File: config.mk
export PLATFORM = sky130hd
export DESIGN_NAME = tipi_serial_ctrl_flat
export DESIGN_NICKNAME = d
export VERILOG_FILES = /design/src/rtl/tipi_pkg.sv /design/src/rtl/tipi_serial_ctrl_if.sv /design/src/rtl/tipi_clkdiv.sv /design/src/rtl/tipi_serial_ctrl.sv /design/src/flat_wrapper.sv
export SDC_FILE = /design/constraint.sdc
export NUM_CORES = 1
export LEC_CHECK = 0
export ABC_CLOCK_PERIOD_IN_PS = 1950
export CAP_MARGIN = 20
export CELL_PAD_IN_SITES_DETAIL_PLACEMENT = 0
export CELL_PAD_IN_SITES_GLOBAL_PLACEMENT = 2
export CORE_MARGIN = 1.5
export CORE_UTILIZATION = 32
export CTS_BUF_LIST = sky130_fd_sc_hd__clkbuf_4 sky130_fd_sc_hd__clkbuf_8 sky130_fd_sc_hd__clkbuf_16
export CTS_CLUSTER_SIZE = 8
export DETAILED_ROUTE_END_ITERATION = 12
export GPL_TIMING_DRIVEN = 0
export PLACE_DENSITY_LB_ADDON = 0.1
export SYNTH_ARGS = -nofsm -noshare
export SYNTH_HDL_FRONTEND = slang
export SYNTH_SLANG_ARGS = --single-unit
File: constraint.sdc
create_clock -name clk -period 1.95 [get_ports clk]
set_input_delay 0.195 -clock clk [delete_from_list [all_inputs] [get_ports clk]]
set_output_delay 0.195 -clock clk [all_outputs]
set_load 0.02 [all_outputs]
File: src/rtl/tipi_pkg.sv
// rtl/tipi_pkg.sv - shared FSM states, channel ids and shift width; TIPI_SHIFT_PARITY_EN adds an odd-parity bit
package tipi_pkg;

  typedef enum logic [2:0] {
    IDLE,
    SETUP,
    HIGH,
    LOW,
    LATCH_LO,
    LATCH_HI
  } tipi_state_t;

  localparam logic CH_CONTROL = 1'b0;
  localparam logic CH_DATA    = 1'b1;

`ifdef TIPI_SHIFT_PARITY_EN
  localparam int SHIFT_BITS = 9;
`else
  localparam int SHIFT_BITS = 8;
`endif

  // Word as it leaves the shifter, MSB first; parity (when enabled) trails bit 0.
  function automatic logic [SHIFT_BITS-1:0] shift_word(input logic [7:0] b);
`ifdef TIPI_SHIFT_PARITY_EN
    return {b, ~^b};
`else
    return b;
`endif
  endfunction

endpackage

File: src/rtl/tipi_serial_ctrl_if.sv
// rtl/tipi_serial_ctrl_if.sv - TI-side byte writes and RPi-side serial link bundled for tipi_serial_ctrl
interface tipi_serial_ctrl_if;
  logic       tc_wr;
  logic [7:0] tc_byte;
  logic       td_wr;
  logic [7:0] td_byte;
  logic       rpi_busy;
  logic       ovr_clr;
  logic       rpi_sclk;
  logic       rpi_sdo;
  logic       rpi_sel;
  logic       rpi_le;
  logic       tc_pending;
  logic       td_pending;
  logic       tc_ovr;
  logic       td_ovr;
  logic       done;
  logic       done_sel;

  modport master (
    output tc_wr, tc_byte, td_wr, td_byte, rpi_busy, ovr_clr,
    input  rpi_sclk, rpi_sdo, rpi_sel, rpi_le,
    input  tc_pending, td_pending, tc_ovr, td_ovr, done, done_sel
  );

  modport slave (
    input  tc_wr, tc_byte, td_wr, td_byte, rpi_busy, ovr_clr,
    output rpi_sclk, rpi_sdo, rpi_sel, rpi_le,
    output tc_pending, td_pending, tc_ovr, td_ovr, done, done_sel
  );
endinterface

File: src/rtl/tipi_clkdiv.sv
// rtl/tipi_clkdiv.sv - half-period counter; tc pulses on the last clk of each CLK_DIV-cycle phase
module tipi_clkdiv #(
  parameter int CLK_DIV = 4
) (
  input  logic clk,
  input  logic rst,
  input  logic restart,
  output logic tc
);

  logic [7:0] cnt;

  assign tc = (cnt == 8'(CLK_DIV - 1));

  always_ff @(posedge clk or posedge rst) begin
    if (rst)
      cnt <= '0;
    else if (restart || tc)
      cnt <= '0;
    else
      cnt <= cnt + 8'd1;
  end

endmodule

File: src/rtl/tipi_serial_ctrl.sv
// rtl/tipi_serial_ctrl.sv - shifts TI control/data bytes to the RPi over sclk/sdo/sel/le
// Optional TIPI_SHIFT_PARITY_EN appends an odd-parity bit to every shifted byte.
module tipi_serial_ctrl
  import tipi_pkg::*;
#(
  parameter int CLK_DIV = 4
) (
  input logic               clk,
  input logic               rst,
  tipi_serial_ctrl_if.slave bus
);

  tipi_state_t           state;
  logic [7:0]            tc_shadow, td_shadow;
  logic                  tc_pend, td_pend;
  logic                  tc_ovr_r, td_ovr_r;
  logic                  last_ch;
  logic [SHIFT_BITS-1:0] sh;
  logic [3:0]            bits_left;
  logic                  sclk, sel, le, done, done_sel;
  logic                  half_tc;
  logic                  pick, start, tc_take, td_take;
  logic [SHIFT_BITS-1:0] load_word;

  // Counter is held clear while idle so SETUP always gets a full half-period.
  tipi_clkdiv #(.CLK_DIV(CLK_DIV)) u_clkdiv (
    .clk     (clk),
    .rst     (rst),
    .restart (state == IDLE),
    .tc      (half_tc)
  );

  always_comb begin
    pick = CH_CONTROL;
    if (td_pend && (!tc_pend || last_ch == CH_CONTROL))
      pick = CH_DATA;
  end

  assign start     = (state == IDLE) && !bus.rpi_busy && (tc_pend || td_pend);
  assign tc_take   = start && (pick == CH_CONTROL);
  assign td_take   = start && (pick == CH_DATA);
  assign load_word = shift_word((pick == CH_DATA) ? td_shadow : tc_shadow);

  // A write landing on the cycle its channel is taken is a fresh byte, not an overrun.
  always_ff @(posedge clk or posedge rst) begin
    if (rst) begin
      tc_shadow <= '0;
      td_shadow <= '0;
      tc_pend   <= 1'b0;
      td_pend   <= 1'b0;
      tc_ovr_r  <= 1'b0;
      td_ovr_r  <= 1'b0;
    end else begin
      if (bus.tc_wr) tc_shadow <= bus.tc_byte;
      if (bus.td_wr) td_shadow <= bus.td_byte;
      tc_pend  <= bus.tc_wr || (tc_pend && !tc_take);
      td_pend  <= bus.td_wr || (td_pend && !td_take);
      tc_ovr_r <= (bus.tc_wr && tc_pend && !tc_take) || (tc_ovr_r && !bus.ovr_clr);
      td_ovr_r <= (bus.td_wr && td_pend && !td_take) || (td_ovr_r && !bus.ovr_clr);
    end
  end

  always_ff @(posedge clk or posedge rst) begin
    if (rst) begin
      state     <= IDLE;
      sh        <= '0;
      bits_left <= '0;
      sclk      <= 1'b0;
      sel       <= 1'b0;
      le        <= 1'b0;
      done      <= 1'b0;
      done_sel  <= 1'b0;
      last_ch   <= CH_DATA;
    end else begin
      done <= 1'b0;
      case (state)
        IDLE: if (start) begin
          sh        <= load_word;
          sel       <= pick;
          last_ch   <= pick;
          bits_left <= 4'(SHIFT_BITS - 1);
          sclk      <= 1'b0;
          state     <= SETUP;
        end
        SETUP: if (half_tc) begin
          sclk  <= 1'b1;
          state <= HIGH;
        end
        HIGH: if (half_tc) begin
          sclk <= 1'b0;
          if (bits_left != 4'd0) begin
            sh        <= {sh[SHIFT_BITS-2:0], 1'b0};
            bits_left <= bits_left - 4'd1;
            state     <= LOW;
          end else begin
            le    <= 1'b1;
            state <= LATCH_LO;
          end
        end
        LOW: if (half_tc) begin
          sclk  <= 1'b1;
          state <= HIGH;
        end
        LATCH_LO: if (half_tc) begin
          sclk  <= 1'b1;
          state <= LATCH_HI;
        end
        LATCH_HI: if (half_tc) begin
          sclk     <= 1'b0;
          le       <= 1'b0;
          sh       <= '0;
          done     <= 1'b1;
          done_sel <= sel;
          state    <= IDLE;
        end
        default: state <= IDLE;
      endcase
    end
  end

  assign bus.rpi_sclk   = sclk;
  assign bus.rpi_sdo    = sh[SHIFT_BITS-1];
  assign bus.rpi_sel    = sel;
  assign bus.rpi_le     = le;
  assign bus.tc_pending = tc_pend;
  assign bus.td_pending = td_pend;
  assign bus.tc_ovr     = tc_ovr_r;
  assign bus.td_ovr     = td_ovr_r;
  assign bus.done       = done;
  assign bus.done_sel   = done_sel;

endmodule

File: src/flat_wrapper.sv
// flat-port wrapper written by rule: the top's interface ports become plain ports
module tipi_serial_ctrl_flat import tipi_pkg::*;
#(
  parameter int CLK_DIV = 4
)
  (clk, rst, bus_tc_wr, bus_tc_byte, bus_td_wr, bus_td_byte, bus_rpi_busy, bus_ovr_clr, bus_rpi_sclk, bus_rpi_sdo, bus_rpi_sel, bus_rpi_le, bus_tc_pending, bus_td_pending, bus_tc_ovr, bus_td_ovr, bus_done, bus_done_sel);
  tipi_serial_ctrl_if bus_i ();
  input logic clk;
  input logic rst;
  input wire logic [$bits(bus_i.tc_wr)-1:0] bus_tc_wr;
  input wire logic [$bits(bus_i.tc_byte)-1:0] bus_tc_byte;
  input wire logic [$bits(bus_i.td_wr)-1:0] bus_td_wr;
  input wire logic [$bits(bus_i.td_byte)-1:0] bus_td_byte;
  input wire logic [$bits(bus_i.rpi_busy)-1:0] bus_rpi_busy;
  input wire logic [$bits(bus_i.ovr_clr)-1:0] bus_ovr_clr;
  output wire logic [$bits(bus_i.rpi_sclk)-1:0] bus_rpi_sclk;
  output wire logic [$bits(bus_i.rpi_sdo)-1:0] bus_rpi_sdo;
  output wire logic [$bits(bus_i.rpi_sel)-1:0] bus_rpi_sel;
  output wire logic [$bits(bus_i.rpi_le)-1:0] bus_rpi_le;
  output wire logic [$bits(bus_i.tc_pending)-1:0] bus_tc_pending;
  output wire logic [$bits(bus_i.td_pending)-1:0] bus_td_pending;
  output wire logic [$bits(bus_i.tc_ovr)-1:0] bus_tc_ovr;
  output wire logic [$bits(bus_i.td_ovr)-1:0] bus_td_ovr;
  output wire logic [$bits(bus_i.done)-1:0] bus_done;
  output wire logic [$bits(bus_i.done_sel)-1:0] bus_done_sel;
  assign bus_i.tc_wr = bus_tc_wr;
  assign bus_i.tc_byte = bus_tc_byte;
  assign bus_i.td_wr = bus_td_wr;
  assign bus_i.td_byte = bus_td_byte;
  assign bus_i.rpi_busy = bus_rpi_busy;
  assign bus_i.ovr_clr = bus_ovr_clr;
  assign bus_rpi_sclk = bus_i.rpi_sclk;
  assign bus_rpi_sdo = bus_i.rpi_sdo;
  assign bus_rpi_sel = bus_i.rpi_sel;
  assign bus_rpi_le = bus_i.rpi_le;
  assign bus_tc_pending = bus_i.tc_pending;
  assign bus_td_pending = bus_i.td_pending;
  assign bus_tc_ovr = bus_i.tc_ovr;
  assign bus_td_ovr = bus_i.td_ovr;
  assign bus_done = bus_i.done;
  assign bus_done_sel = bus_i.done_sel;
  tipi_serial_ctrl #(.CLK_DIV(CLK_DIV)) u_core (.clk(clk), .rst(rst), .bus(bus_i));
endmodule
==> metrics.md, run 1 <==
| Metric | Value |
|---|---|
| Critical path peak fanout | `7` |
| Post-Syn Area per Cell | `11.4 µm²` |
| Setup repair after global routing missed its margin | `yes` |
| Worst-margin pin slew | `544 ps` |
| Final Hold Viols | `0` |
| Number of max-slew violations in the final report | `0` |
| Post-layout nets | `269` |
| Headroom to the max-slew limit | `63.8%` |
| Clock Sink Count | `49` |
| Length of the first detailed-routing pass in iterations | `4` |
| Port bufs | `29` |
| Total power of the final layout | `3.51 mW` |
| Maximum ir drop on the vdd rail | `0.438 mV` |
| H-tree depth | `2` |
| Leading register cell type out of synthesis | `dfrtp_1` |
| Mapped Area | `2300 µm²` |
| First-iteration detailed-routing DRC count | `71` |
| Final design instance area without fill | `2970 µm²` |
| Count of different cell masters after synthesis | `40` |
| HPWL Detailed | `3.40 mm` |
| Final number of setup-violating endpoints | `0` |
| Antenna violations before repair | `0` |
| Total number of vias | `1639` |
| Area after detailed placement | `2760 µm²` |
| Largest clock skew in the final design | `7.48 ps` |
| Class of the worst hold path | `in2async` |
| Post-synthesis net count | `227` |
| Library cell used as clock root buffer | `clkbuf_8` |
| Clock latency on the worst-skew pair | `300 ps` |
| Number of I/O pins | `32` |
| Effective utilization at floorplan | `33.5%` |
| Inserted Clock Buffers | `5` |
| Die Outline Area | `7720 µm²` |
| Cell types with the largest area share after synthesis | `dfrtp_1 52%, mux2_2 13%, mux2i_1 3.9%, o21ai_0 3.0%, nand2_1 2.8%` |
| Count of maximum capacitance violations | `0` |
| Worst Path Class, Setup | `reg2reg` |
| Post-synthesis cell type with the largest combined area | `dfrtp_1` |
| Worst path slowest cell | `or4_4` |
| Seq cells post-synth | `49` |
| Share of Yosys cell area claimed by the top area cell type | `52.1%` |
| Register area share after synthesis | `53.3%` |
| Maximum number of pins on one net before global-route repair | `34` |
| Number of diodes added for antenna fixing | `0` |
| Aggregate routed wire length | `4.81 mm` |
| Global-route congestion overflow total | `0` |
| Via-per-instance ratio | `4.81` |
| Share of synthesized flip-flops with an asynchronous set or reset | `100%` |
| Maximum clock path buffer count | `2` |
| Vias in the first global route | `1624` |
| Smallest hold slack | `180 ps` |
| Cell count after placement | `328` |
| Share of final-layout standard cells stronger than drive strength 1 | `25.7%` |
| Final std cells w/o fill | `341` |
| Worst setup EP type | `flop` |
| Core Box Area | `6870 µm²` |
| Clk pin slew, worst setup/hold paths | `90 ps` |
| Area growth syn-to-layout | `28.7%` |
| TritonCTS clock tree | `done` |
| Run status | `finished clean` |
| First-pass GRT wire length | `7.73 mm` |
| Kind of cell adding the most delay to the critical path | `simple AND/OR/NAND/NOR gates` |
| Critical path required time | `2140 ps` |
| Die width | `87.8 µm` |
| Routed WL per cell | `14.1 µm` |
| Total global routing track utilization | `13.0%` |
| Remaining antenna violation count | `0` |
| Yosys warning total | `0` |
| Final estimated routing congestion in global placement | `0.735` |
| Timing-limited maximum frequency | `520 MHz` |
| Power per cell area | `1180 nW/µm²` |
| Final critical delay including setup and external delays | `1920 ps` |
| DRC violations left | `0` |
| Count of mapped cells out of synthesis | `202` |
| Cell leakage power | `1.30 nW` |
| Post-CTS Hold Buffers | `0` |
| Cells along the critical path | `or4_4 -> buf_6 -> or2_4 -> nor2_4 -> mux2_4` |
| Final clock period utilization by the worst path | `98.6%` |
| Crit-path max cell delay | `520 ps` |
| Crit path arrival time | `2120 ps` |
| Number of buffers and inverters on the critical path | `1` |
| Std-Cell Rows | `30` |
| Post-synth EDFFs | `0` |
| Launching element type of the critical path | `flop` |
| Die Span Y | `87.8 µm` |
## per-stage QoR
step | TNS (ps) | util [%] | setup slack (ps)
floorplan | 0 | - | 51.6
global placement | -17770 | 39.9 | -330
detailed placement | -2130 | 40.2 | -255
CTS | 0 | 42.5 | 7.92
global route | -29.0 | 43.2 | -29.0
finish | 0 | 43.2 | 26.4
## area by class of cell
type,count,area [µm²]
sequential,49,1230
buffer,5,31.3
tap,96,120
multi-input combinational,134,1080
inverter,11,41.3
clock buffer,8,97.6
timing repair buffer,38,370
fill,679,3900
## logic make-up (layout without fill, tap and decap cells)
logic type | Yosys count | in the layout | share of synthesized area [%]
compound gates | 33 | 33 | 9.72
xor+xnor | 7 | 7 | 2.66
fa+ha+maj | 3 | 3 | 1.63
buf+inv | 19 | 62 | 3.20
flops | 49 | 49 | 53.3
mux | 36 | 36 | 17.1
simple gates | 55 | 55 | 12.4
## cells in the mapped netlist, types with 2 or more instances
master / instances
xor2_1: 6
mux2i_1: 9
nand3_1: 5
ha_1: 3
inv_1: 11
and3_1: 3
a21oi_1: 2
a21boi_0: 2
o21ai_0: 14
a22oi_1: 2
nor3_1: 5
clkbuf_1: 6
nor2_1: 12
mux2_2: 27
nand2b_1: 3
buf_2: 2
nand2_1: 17
o22ai_1: 4
dfrtp_1: 48
## cell usage in the layout, fill, tap and decap left out, types with 4 or more instances in the layout
cell type	Yosys	final
mux2i_1	9	9
inv_1	11	10
nand3_1	5	5
clkbuf_8	0	6
dfrtp_1	48	47
nor2_1	12	11
xor2_1	6	6
mux2_2	27	26
buf_4	0	8
nand2_1	17	17
o21ai_0	14	13
clkdlybuf4s50_1	0	29
o22ai_1	4	4
## what timing repair did
action / in CTS / in global routing
pin swaps: 2 / 5
setup buffers: 4 / 4
setup endpoints to repair: 12 / 18
gates cloned: 0 / 0
resized for setup: 4 / 14
## worst reg2reg max path: cells and delay by family (launching register included)
family,cells,cell delay (ps)
flops,1,430
simple gates,3,940
mux,1,300
buf+inv,1,150
## metal layers
metal	vias up	GRT usage [%]	routed length [µm]
met4	0	4.33	65
met3	6	3.39	167
li1	787	-	-
met1	810	16.6	2260
met2	36	21.4	2320
met5	-	0	0
## report_power, final
group	internal, mW	switching, mW
Sequential	1.26	0.217
Clock	0.318	0.341
Combinational	0.726	0.653
Total	2.30	1.21
## registers in the layout, indices dropped and copies added, names as in the netlist
signal / flops
u_core.sh: 8
u_core.tc_shadow: 8
u_core.td_shadow: 8
u_core.u_clkdiv.cnt: 8
u_core.bits_left: 4
u_core.state: 3
u_core.bus.done: 1
u_core.bus.done_sel: 1
u_core.bus.rpi_le: 1
u_core.bus.rpi_sclk: 1
u_core.bus.rpi_sel: 1
u_core.bus.tc_ovr: 1
u_core.bus.tc_pending: 1
u_core.bus.td_ovr: 1
u_core.bus.td_pending: 1
u_core.last_ch: 1
## path summary, 6_finish.rpt
path | slack [ps] | from | to | cells past startpoint
setup / recovery | 30 | u_core.u_clkdiv.cnt[2] | u_core.bus.done_sel | 5
hold / removal | 180 | rst | u_core.td_shadow[1] | 2
setup reg to reg | 30 | u_core.u_clkdiv.cnt[2] | u_core.bus.done_sel | 5
hold reg to reg | 510 | u_core.tc_shadow[0] | u_core.tc_shadow[0] | 1
max in group asynchronous | 1200 | rst | u_core.last_ch | 3
min in group clk | 370 | bus_td_wr | u_core.bus.td_pending | 3
Power figures use the tool's default switching activity.
==> inputs of run 2 (changes only) <==
--- a/config.mk
+++ b/config.mk
@@ -18,2 +18,3 @@
 export PLACE_DENSITY_LB_ADDON = 0.1
+export SLEW_MARGIN = 20
 export SYNTH_ARGS = -nofsm -noshare
--- a/constraint.sdc
+++ b/constraint.sdc
@@ -3,2 +3,2 @@
 set_output_delay 0.195 -clock clk [all_outputs]
-set_load 0.02 [all_outputs]
+set_load 0.005 [all_outputs]
==> results of run 2 <==
Same layout as run 1 (identical final DEF). Status: finished clean.
Main changes from that run: total power 3.51 mW -> 3.46 mW
